===== src/rtl/cam_pattern_src.sv =====
// Camera sensor emulator: drives an 8-bit FV/LV/D pixel bus carrying RGB565
// test patterns, high byte first, for bring-up without a real sensor attached.
module cam_pattern_src #(
  parameter int H_ACTIVE = 640,
  parameter int V_ACTIVE = 480,
  parameter int H_BLANK  = 144,
  parameter int FV_LEAD  = 4,
  parameter int V_BLANK  = 1000
) (
  input  logic        CLK_I,
  input  logic        RSTN_I,
  input  logic        EN_I,
  input  logic [1:0]  MODE_I,
  output logic [7:0]  D_O,
  output logic        LV_O,
  output logic        FV_O,
  output logic [15:0] FRAME_CNT_O,
  output logic        BUSY_O
);

  typedef enum logic [2:0] {
    S_IDLE,
    S_FV_LEAD,
    S_LINE_ACT,
    S_LINE_BLANK,
    S_FRAME_BLANK
  } state_t;

  localparam logic [15:0] LEAD_LAST = 16'(FV_LEAD - 1);
  localparam logic [15:0] HBL_LAST  = 16'(H_BLANK - 1);
  localparam logic [15:0] VBL_LAST  = 16'(V_BLANK - 1);
  localparam logic [15:0] X_END     = 16'(H_ACTIVE);
  localparam logic [15:0] Y_END     = 16'(V_ACTIVE);
  localparam logic [15:0] BAR_LAST  = 16'(H_ACTIVE / 8 - 1);

  state_t      state;
  logic [15:0] tmr;
  logic [15:0] x;
  logic [15:0] y;
  logic [15:0] bar_cnt;
  logic [2:0]  bar_idx;
  logic        phase;
  logic [15:0] pix_r;
  logic [1:0]  mode_r;

  logic [15:0] pix;
  logic [15:0] nxt_bar_cnt;
  logic [2:0]  nxt_bar_idx;

  // x, bar_idx and bar_cnt describe the next pixel to start, so the pixel word
  // is ready on the edge that enters LINE_ACT and D_O has no latency vs LV_O.
  // y is bumped at line end for the same reason, so it briefly equals V_ACTIVE.
  always_comb begin
    pix = '0;
    case (mode_r)
      2'b00: begin
        case (bar_idx)
          3'd0:    pix = 16'hFFFF;
          3'd1:    pix = 16'hFFE0;
          3'd2:    pix = 16'h07FF;
          3'd3:    pix = 16'h07E0;
          3'd4:    pix = 16'hF81F;
          3'd5:    pix = 16'hF800;
          3'd6:    pix = 16'h001F;
          default: pix = 16'h0000;
        endcase
      end
      2'b01:   pix = x;
      2'b10:   pix = {FRAME_CNT_O[7:0], FRAME_CNT_O[7:0]};
      default: pix = x + y;
    endcase
  end

  always_comb begin
    nxt_bar_cnt = bar_cnt + 16'd1;
    nxt_bar_idx = bar_idx;
    if (bar_cnt == BAR_LAST) begin
      nxt_bar_cnt = '0;
      nxt_bar_idx = bar_idx + 3'd1;
    end
  end

  always_ff @(posedge CLK_I or negedge RSTN_I) begin
    if (!RSTN_I) begin
      state       <= S_IDLE;
      tmr         <= '0;
      x           <= '0;
      y           <= '0;
      bar_cnt     <= '0;
      bar_idx     <= '0;
      phase       <= 1'b0;
      pix_r       <= '0;
      mode_r      <= '0;
      D_O         <= '0;
      LV_O        <= 1'b0;
      FV_O        <= 1'b0;
      FRAME_CNT_O <= '0;
      BUSY_O      <= 1'b0;
    end else begin
      case (state)
        S_IDLE: begin
          if (EN_I) begin
            state  <= S_FV_LEAD;
            FV_O   <= 1'b1;
            BUSY_O <= 1'b1;
            mode_r <= MODE_I;
            tmr    <= '0;
            y      <= '0;
          end
        end

        S_FV_LEAD: begin
          if (tmr == LEAD_LAST) begin
            state   <= S_LINE_ACT;
            LV_O    <= 1'b1;
            D_O     <= pix[15:8];
            pix_r   <= pix;
            phase   <= 1'b0;
            x       <= x + 16'd1;
            bar_cnt <= nxt_bar_cnt;
            bar_idx <= nxt_bar_idx;
          end else begin
            tmr <= tmr + 16'd1;
          end
        end

        S_LINE_ACT: begin
          if (!phase) begin
            D_O   <= pix_r[7:0];
            phase <= 1'b1;
          end else if (x == X_END) begin
            state   <= S_LINE_BLANK;
            LV_O    <= 1'b0;
            D_O     <= '0;
            x       <= '0;
            bar_cnt <= '0;
            bar_idx <= '0;
            y       <= y + 16'd1;
            tmr     <= '0;
          end else begin
            D_O     <= pix[15:8];
            pix_r   <= pix;
            phase   <= 1'b0;
            x       <= x + 16'd1;
            bar_cnt <= nxt_bar_cnt;
            bar_idx <= nxt_bar_idx;
          end
        end

        S_LINE_BLANK: begin
          if (tmr != HBL_LAST) begin
            tmr <= tmr + 16'd1;
          end else if (y == Y_END) begin
            state       <= S_FRAME_BLANK;
            FV_O        <= 1'b0;
            FRAME_CNT_O <= FRAME_CNT_O + 16'd1;
            tmr         <= '0;
          end else begin
            state   <= S_LINE_ACT;
            LV_O    <= 1'b1;
            D_O     <= pix[15:8];
            pix_r   <= pix;
            phase   <= 1'b0;
            x       <= x + 16'd1;
            bar_cnt <= nxt_bar_cnt;
            bar_idx <= nxt_bar_idx;
          end
        end

        S_FRAME_BLANK: begin
          if (tmr != VBL_LAST) begin
            tmr <= tmr + 16'd1;
          end else if (EN_I) begin
            state  <= S_FV_LEAD;
            FV_O   <= 1'b1;
            mode_r <= MODE_I;
            tmr    <= '0;
            y      <= '0;
          end else begin
            state  <= S_IDLE;
            BUSY_O <= 1'b0;
          end
        end

        default: begin
          state  <= S_IDLE;
          FV_O   <= 1'b0;
          LV_O   <= 1'b0;
          D_O    <= '0;
          BUSY_O <= 1'b0;
        end
      endcase
    end
  end

endmodule


===== config.mk =====
export PLATFORM = sky130hd
export DESIGN_NAME = cam_pattern_src
export DESIGN_NICKNAME = d
export VERILOG_FILES = /design/src/rtl/cam_pattern_src.sv
export SDC_FILE = /design/constraint.sdc
export NUM_CORES = 1
export LEC_CHECK = 0
export BUFFER_PORTS_ARGS = -buffer_cell sky130_fd_sc_hd__clkbuf_2
export CAP_MARGIN = 20
export CELL_PAD_IN_SITES_DETAIL_PLACEMENT = 0
export CELL_PAD_IN_SITES_GLOBAL_PLACEMENT = 1
export CORE_MARGIN = 2
export CORE_UTILIZATION = 30
export DETAILED_ROUTE_END_ITERATION = 7
export PLACE_DENSITY_LB_ADDON = 0.1
export SKIP_LAST_GASP = 1
export SYNTH_ARGS = -nofsm -noshare
export SYNTH_HDL_FRONTEND = slang
export SYNTH_SLANG_ARGS = --single-unit

===== constraint.sdc =====
create_clock -name CLK_I -period 3.4 [get_ports CLK_I]
set_input_delay 0 -clock CLK_I [delete_from_list [all_inputs] [get_ports CLK_I]]
set_output_delay 0 -clock CLK_I [all_outputs]
set_load 0.05 [all_outputs]

==> results.txt, run 1 <==
* CP Launch Type: register
- The critical path in this run is classified as reg2reg.
- Pin placement for this block handled 32 I/O pins.
- Maximum operating frequency: approximately 350 MHz
- Kind of capture point of the worst setup path: register
- Utilization after layout: 34.6%
* Internal reg-to-reg setup slack: around 0.54 ns
* Portion of netlist area occupied by mux cells: around 1.7%
* EDFF count, synth: 0
- The commonest cells after synthesis are dfrtp_1 (108), nor2_1 (78), nand2_1 (75), o21ai_0 (67).
- After clock tree synthesis, the clock-pin slew on the worst setup and hold paths is 0.08 ns.
* Maximum capacitance violations: 0
* Final setup viols: 0
- Summed over its instances, the top area cell type makes up about two fifths of the synthesized netlist area.
- Most used standard cell by instance count after synthesis: dfrtp_1
* Slew Limit Fails: 0
* Die Span X: roughly 160 µm
- In this run the worst setup path begins at x[2].
- The worst hold path belongs to the class in2reg.
* Standard-cell row count: 55
- Worst hold path startpoint: EN_I
- Top FF cell, synth: dfrtp_1
* Leak Pwr: approximately 3.4 nW
- Summed over all layers, the routed wires come to ~22 mm.
- Result of the run: completed
* Synthesized cell area: approximately 7000 µm²
- At the later pin of the worst-skew pair, clock insertion delay measures 0.37 ns.
- The congestion estimate from routability-driven global placement came to a little under 0.9.
* Mean Syn Cell Area: 8.71 µm²
* Resized Gates After CTS: 0
- In this run, synthesis produced a sequential element count of approximately 110.
- Cells with a size suffix above 1 make up a little under an eighth of the layout.
- Arrival time worst endpoint: between 3 and 4 ns
* Buffers inserted during post-CTS setup optimization: 0
- In the synthesized netlist, the number of instances is approximately 800.
* Worst slew margin relative to its limit: a little over two fifths
- Post-place setup slack: between 0.5 and 0.6 ns
- For this run, the number of Yosys warnings is 0.
* Reg2Reg Capture Point: D_O[7]
- Of the total synthesized cell area, the portion taken by XOR and XNOR cells is ~5.4%.
- The first global-routing pass estimated around 36 mm of wire.
* Total of buffers placed on input and output ports: 31
- Critical path's largest stage delay: roughly 0.65 ns
- The floorplan step set the die height to roughly 160 µm.
* Cell Pwr Density: 315 nW/µm²
- Worst EP required: roughly 3.7 ns
- Count of unresolved DRC violations after routing: 0
* Number of distinct standard cells referenced by the synthesized netlist: 71
* Adder and majority cell fraction of the synthesized area: between 5 and 6%
- Number of cells traversed by the worst hold path: 3
- Grouping stages by cell kind, the critical path spends the most delay in compound AO/OA/AOI/OAI gates.
- The count of nets left with antenna violations once routing finished came out at 0.
- Worst Slack Setup Final: about 0.54 ns
* IR drop worst, VDD: 0.000227 V
* Clock Sinks: 108
- H-tree level count: 3
- Startpoint of the worst-slack reg-to-reg timing path: x[2]
- Counting the buffers created by CTS gives 9.
- Of the total synthesized cell area, the portion taken by AND, OR, NAND and NOR gates is between 20% and 30%.
* Initial antenna violation count: 0
* Maximum number of pins on one net before global-route repair: 61
- Synth Area in Compound Gates: a little under a fifth
- Final min period: 2.86 ns
- Final cycle utilization of the critical path: between 80% and 90%
- Global routing used 18.8% of the available tracks.
- In the routed layout, each cell is associated on average with a via count of between 5 and 6.
* Total nets after synthesis: 830
- At the pin with the least slew margin, the transition time is around 0.88 ns.
* Net total in the final layout: just under 900
- Cell with the largest stage delay on the worst path: o311ai_0
* Area of the die: between 20000 and 25000 µm²
- The number of cells on the worst reg-to-reg path is 8.
- By area, the combinational part of the netlist is dominated by simple AND/OR/NAND/NOR gates.
- First-pass detailed-route iteration total: 5
- The critical path goes through ha_1, o211ai_1, o21ai_0, buf_4, o311ai_0, a211oi_1, mux2i_1, o31ai_1.
- For this run the aggregate overflow at the end of global routing stands at 0.
- Together, buffers and inverters on the worst path number 1.
- TritonCTS clock tree: built
* Synthesis-to-layout area growth: 12.9%
- The share of the Yosys chip area taken by registers is about two fifths.
- Post-Route Setup TNS: 0 ns
* Inserted Diodes: 0
- Once the floorplan was initialized, standard cells occupied 30.6% of the core.
- Core Region: around 23000 µm²
* Placed wire-length estimate: approximately 16 mm
- Critical Path Fanout Max: 12
- Final number of hold-violating endpoints: 0
* Wire per inst: between 15 and 20 µm
* Master cell of the clock root buffer: clkbuf_16
- Hold repair after CTS inserted 3 buffers.
- Unrepaired setup endpoints after global routing: false
- Main area contributors after synthesis: dfrtp_1 (39%), ha_1 (4.9%), o21ai_0 (4.8%)
- Via count: 6278
* Endpoint of the worst hold path: BUSY_O
* Leading area contributor after synthesis: dfrtp_1
- Buffers from clock root to sink, at most: 2
- For this block, the initial DRC count from the detailed router was between 400 and 500.
- Vias in the first global route: ~6200
- The tightest hold path in the finished design has a slack of around 0.1 ns.
* Post-route clock skew: 0.0128 ns
* Fraction of registers with async set/reset: 100%
-- flip-flops by register name (all words and copies together), names as in the netlist --
name and flops:
D_O 8, phase 1, x 16, pix_r 8
FRAME_CNT_O 16, y 16, FV_O 1, bar_cnt 16
state 3, tmr 16, bar_idx 3, LV_O 1
BUSY_O 1, mode_r 2
-- stage by stage --
stage	cells	total power, mW	instance area, µm²
2_1_floorplan	797	1.31	6940
3_3_place_gp	1104	1.34	7490
3_5_place_dp	1104	1.35	7490
4_1_cts	1123	2.50	7830
5_1_grt	1123	2.55	7830
6_report	1123	2.47	7830
-- where the power goes --
group / leakage, nW / switching, mW / internal [mW] / total, mW
Combinational: 1.83 / 0.0304 / 0.00585 / 0.0362
Sequential: 1.45 / 0 / 1.28 / 1.28
Clock: 0.148 / 0.559 / 0.590 / 1.15
-- final cells by class --
cell class | instances | area (µm²)
Clock buffer | 10 | 229
Clock inverter | 6 | 77.6
Fill cell | 2344 | 14800
Inverter | 24 | 90.1
Multi-Input combinational cell | 633 | 4020
Sequential cell | 108 | 2700
Tap cell | 285 | 357
Timing Repair Buffer | 57 | 360
-- per-layer routing --
metal / part of all wire, % / wire length (µm) / GRT usage, % / vias to the layer above
met3: 3.8 / 851 / 3.39 / 25
li1: - / - / - / 3018
met2: 47 / 10600 / 30.9 / 130
met5: 0 / 0 / 0 / -
met1: 47 / 10500 / 25.8 / 3105
met4: 1.4 / 303 / 4.15 / 0
-- cell usage in the layout (no fill, tap or decap), types with 6 or more instances in the layout --
cell / instances
a211oi_1: 11
a21o_1: 10
a21oi_1: 42
a31oi_1: 8
and3_1: 18
and4_1: 7
buf_4: 24
clkbuf_16: 9
clkbuf_2: 30
dfrtp_1: 108
ha_1: 27
inv_1: 24
mux2_2: 6
nand2_1: 75
nand2b_1: 9
nand3_1: 42
nand4_1: 23
nor2_1: 78
nor3_1: 26
nor4_1: 16
nor4b_1: 6
o211ai_1: 11
o21ai_0: 67
o31ai_1: 14
or3_1: 6
xnor2_1: 27
xor2_1: 16
-- worst register-to-register path, cell delays in order, from the launching register on --
cell and delay (ns):
dfrtp_1 0.64, ha_1 0.37, o211ai_1 0.18, o21ai_0 0.10, buf_4 0.16, o311ai_0 0.65, a211oi_1 0.29, mux2i_1 0.18
o31ai_1 0.20
-- worst max-delay path by stage --
stage,to,slack [ns],cells past startpoint
final,D_O[7],0.54,8
after global routing,D_O[4],0.23,9
after CTS,y[7],0.53,9
after detailed placement,y[7],0.54,9
after global placement,y[7],0.57,9
after floorplan,x[2],1.02,9
-- cell families after synthesis --
kind of cell,after synthesis
AND/OR/NAND/NOR,344
AO/OA/AOI/OAI,207
flip-flops,108
buffers and inverters,56
XOR/XNOR,43
adder cells (fa/ha/maj),28
multiplexers,11
Power figures use the tool's default switching activity.
==> inputs of run 2 (changes only) <==
==> constraint.sdc (replaced) <==
create_clock -name CLK_I -period 2.6 [get_ports CLK_I]
set_input_delay 0 -clock CLK_I [delete_from_list [all_inputs] [get_ports CLK_I]]
set_output_delay 0 -clock CLK_I [all_outputs]
set_load 0.05 [all_outputs]
==> run 2 against run 1 <==
Compared with the run above:
- cell count rose by 7.3%
- setup slack got worse by 0.43 ns
- fmax grew 15%
- power grew 29%
- sequential cell count did not move
- die area is the same
- hold slack lost 0.039 ns
- critical path type unchanged
- critical endpoint is now D_O[6]
- largest cell class unchanged
==> results.txt, run 2 (synthesis results as in run 1) <==
- Maximum number of pins on one net before global-route repair: 74 (+21%)
- Post-place setup slack: -0.0850 ns (-0.625 ns)
* Worst EP required: 2.85 ns (-0.82 ns)
* Later-pin clock latency in the skew report: 0.36 ns (about the same)
- Total of buffers placed on input and output ports: 31 (unchanged)
* Least-Margin Pin Slew: 0.878 ns (+0.00226 ns)
* Critical Path Fanout Max: 5 (-7)
- The initial cell density of the core was 30.6% (unchanged).
* CP Launch Type: register
* Master cell of the clock root buffer: clkbuf_16
- The number of H-tree branching levels came to 3 (unchanged).
* Clock Sinks: 108 (unchanged)
- Crit Path Category: reg2reg
* Layout cell share with drive strength beyond 1: 21.7% (+10 points)
* Count of unresolved DRC violations after routing: 0 (unchanged)
- The number of placed instances, taps included is 1183 (+7.2%).
- The number of placement rows came to 55 (unchanged).
* Worst Slack Setup Final: 0.114 ns (-0.429 ns)
- The number of maximum-capacitance constraint violations was 0 (unchanged).
- The startpoint identified for the worst register-to-register timing path is y[0].
- Wire per inst: 18.5 µm (-6.7%)
* Area of the die: 24400 µm² (unchanged)
* Placed wire-length estimate: 16.8 mm (+2.6%)
- Inserted Diodes: 0 (unchanged)
* Number of non-filler instances in the completed layout: 1205 (+7.3%)
- Worst setup path startpoint: y[0]
- The horizontal die dimension was 156 µm (unchanged).
- Total Power Consumption: 3.18 mW (+29%)
* IR drop worst, VDD: 0.000222 V (-2.0%)
- The number of buffers created by CTS was 9 (unchanged).
* Most common cell after layout, fill and taps aside: dfrtp_1
- The total non-filler cell area in the finished layout is 8620 µm² (+10%).
- The minimum hold slack was 0.0588 ns (-0.0387 ns).
- Vias in the first global route: 6483 (+5.2%)
- The library cells used most frequently in the layout, excluding fill and tap cells, are dfrtp_1 (107), buf_4 (103), nor2_1 (77), nand2_1 (75), o21ai_0 (67).
- Leak Pwr: 3.85 nW (+12%)
- The final setup skew was 0.0111 ns (-0.00169 ns).
- The placeable core region came to 22600 µm² (unchanged).
* Synthesis-to-layout area growth: 24.2%
- The final wirelength came to 22.3 mm (+0.15%).
- Setup repair after global routing could not meet its margin everywhere.
- The number of endpoints failing setup at the final stage was 0 (unchanged).
- Clock transition at path regs: 0.08 ns (about the same)
- Via count: 6479 (+3.2%)
- The die boundary height is 156 µm (unchanged).
* Wire length of the first global-routing pass: 36.2 mm (+1.9%)
- Starting DRC count in detailed routing: 316 (-24%)
* Initial antenna violation count: 0 (unchanged)
- The count of nets after finishing was 949 (+9.6%).
- The final RePlAce weighted congestion came to 0.823 (-4.8%).
- Vias/cell: 5.38 (-3.8%)
- The total overflow reported by the global router is 0 (unchanged).
* Cell Pwr Density: 369 nW/µm² (+17%)
* Final min period: 2.49 ns (-0.371 ns)
- The maximum clock insertion buffer count is 2 (unchanged).
- The tightest min-delay check is of the in2reg type.
- The minimum setup slack among reg-to-reg paths was 0.11 ns (-0.43 ns).
- The first-pass iteration count of the detailed router is 4 (-1).
- The total global routing track utilization came to 19.0% (+0.23 points).
* Count of nets left with antenna violations after detail routing: 0 (unchanged)
* TritonCTS clock tree: built
- The worst hold path begins at EN_I.
* Worst slew margin relative to its limit: 41.0% (-0.60 points)
- Maximum operating frequency: 402 MHz (+15%)
* Result of the run: completed
* Arrival time worst endpoint: 2.74 ns (-0.39 ns)
- Kind of capture point of the worst setup path: register
- The count of pins on the block boundary was 32 (unchanged).
- The post-route fraction of the period consumed by the critical path came to 95.6% (+12 points).
* Final number of hold-violating endpoints: 0 (unchanged)
- Instance area after placement: 8130 µm² (+8.4%)
- The max-slew violation total from the final report came to 0 (unchanged).
[run 2: changes by cell type in the layout (fill, tap and decap cells not counted), sizes merged]
cell      before  now
buf           24  107
clkbuf        40   39
inv           28   26
clkinvlp       1    3
[run 2: critical path, cell delays in order (launching register included)]
cell and delay (ns):
dfrtp_1 0.40, buf_4 0.15, ha_2 0.19, inv_2 0.06, fa_2 0.24, nor2b_4 0.06
o31ai_4 0.26, a211oi_2 0.10, buf_4 0.16, or3b_2 0.42, nor4bb_2 0.18, o22a_1 0.16
[run 2: what timing repair did]
item,4_1_cts,5_1_grt
buffers inserted,4,0
pin swaps,1,7
endpoints found under the hold margin,37,0
resized for setup,2,23
setup endpoints to repair,3,23
hold buffers,3,0
cloned,0,0
[run 2: power by group]
| group | switching (mW) | internal [mW] | total, mW |
|---|---|---|---|
| Sequential | 0 | 1.68 | 1.68 |
| Clock | 0.703 | 0.754 | 1.46 |
| Combinational | 0.0388 | 0.00879 | 0.0476 |
[run 2: metrics by stage]
step / util (%) / TNS (ns)
floorplan: - / 0
global placement: 35.9 / -0.0475
detailed placement: 35.9 / -0.0850
CTS: 37.6 / 0
global route: 38.1 / -0.0532
finish: 38.1 / 0
[run 2: path summary, 6_finish.rpt]
kind,endpoint,depth (start not counted)
max,D_O[6],11
min,BUSY_O,3
max reg2reg,D_O[6],11
min reg2reg,FRAME_CNT_O[15],1
max in group asynchronous,x[4],3
min in group asynchronous,y[11],2
[run 2: layer usage]
metal	part of all wire (%)	wire, µm	vias to the layer above	GRT usage, %
met5	0	0	-	0
met4	1.6	367	0	5.99
met3	1.7	374	21	1.86
met2	48	10700	77	31.4
met1	49	10900	3181	26.2
li1	-	-	3200	-
[run 2: area by class of cell]
type / count / area (µm²)
fill: 2318 / 14000
inverter: 24 / 90.1
sequential: 108 / 2700
clock buffer: 9 / 225
multi-input combinational: 633 / 4140
clock inverter: 6 / 72.6
timing repair buffer: 140 / 1030
tap: 285 / 357
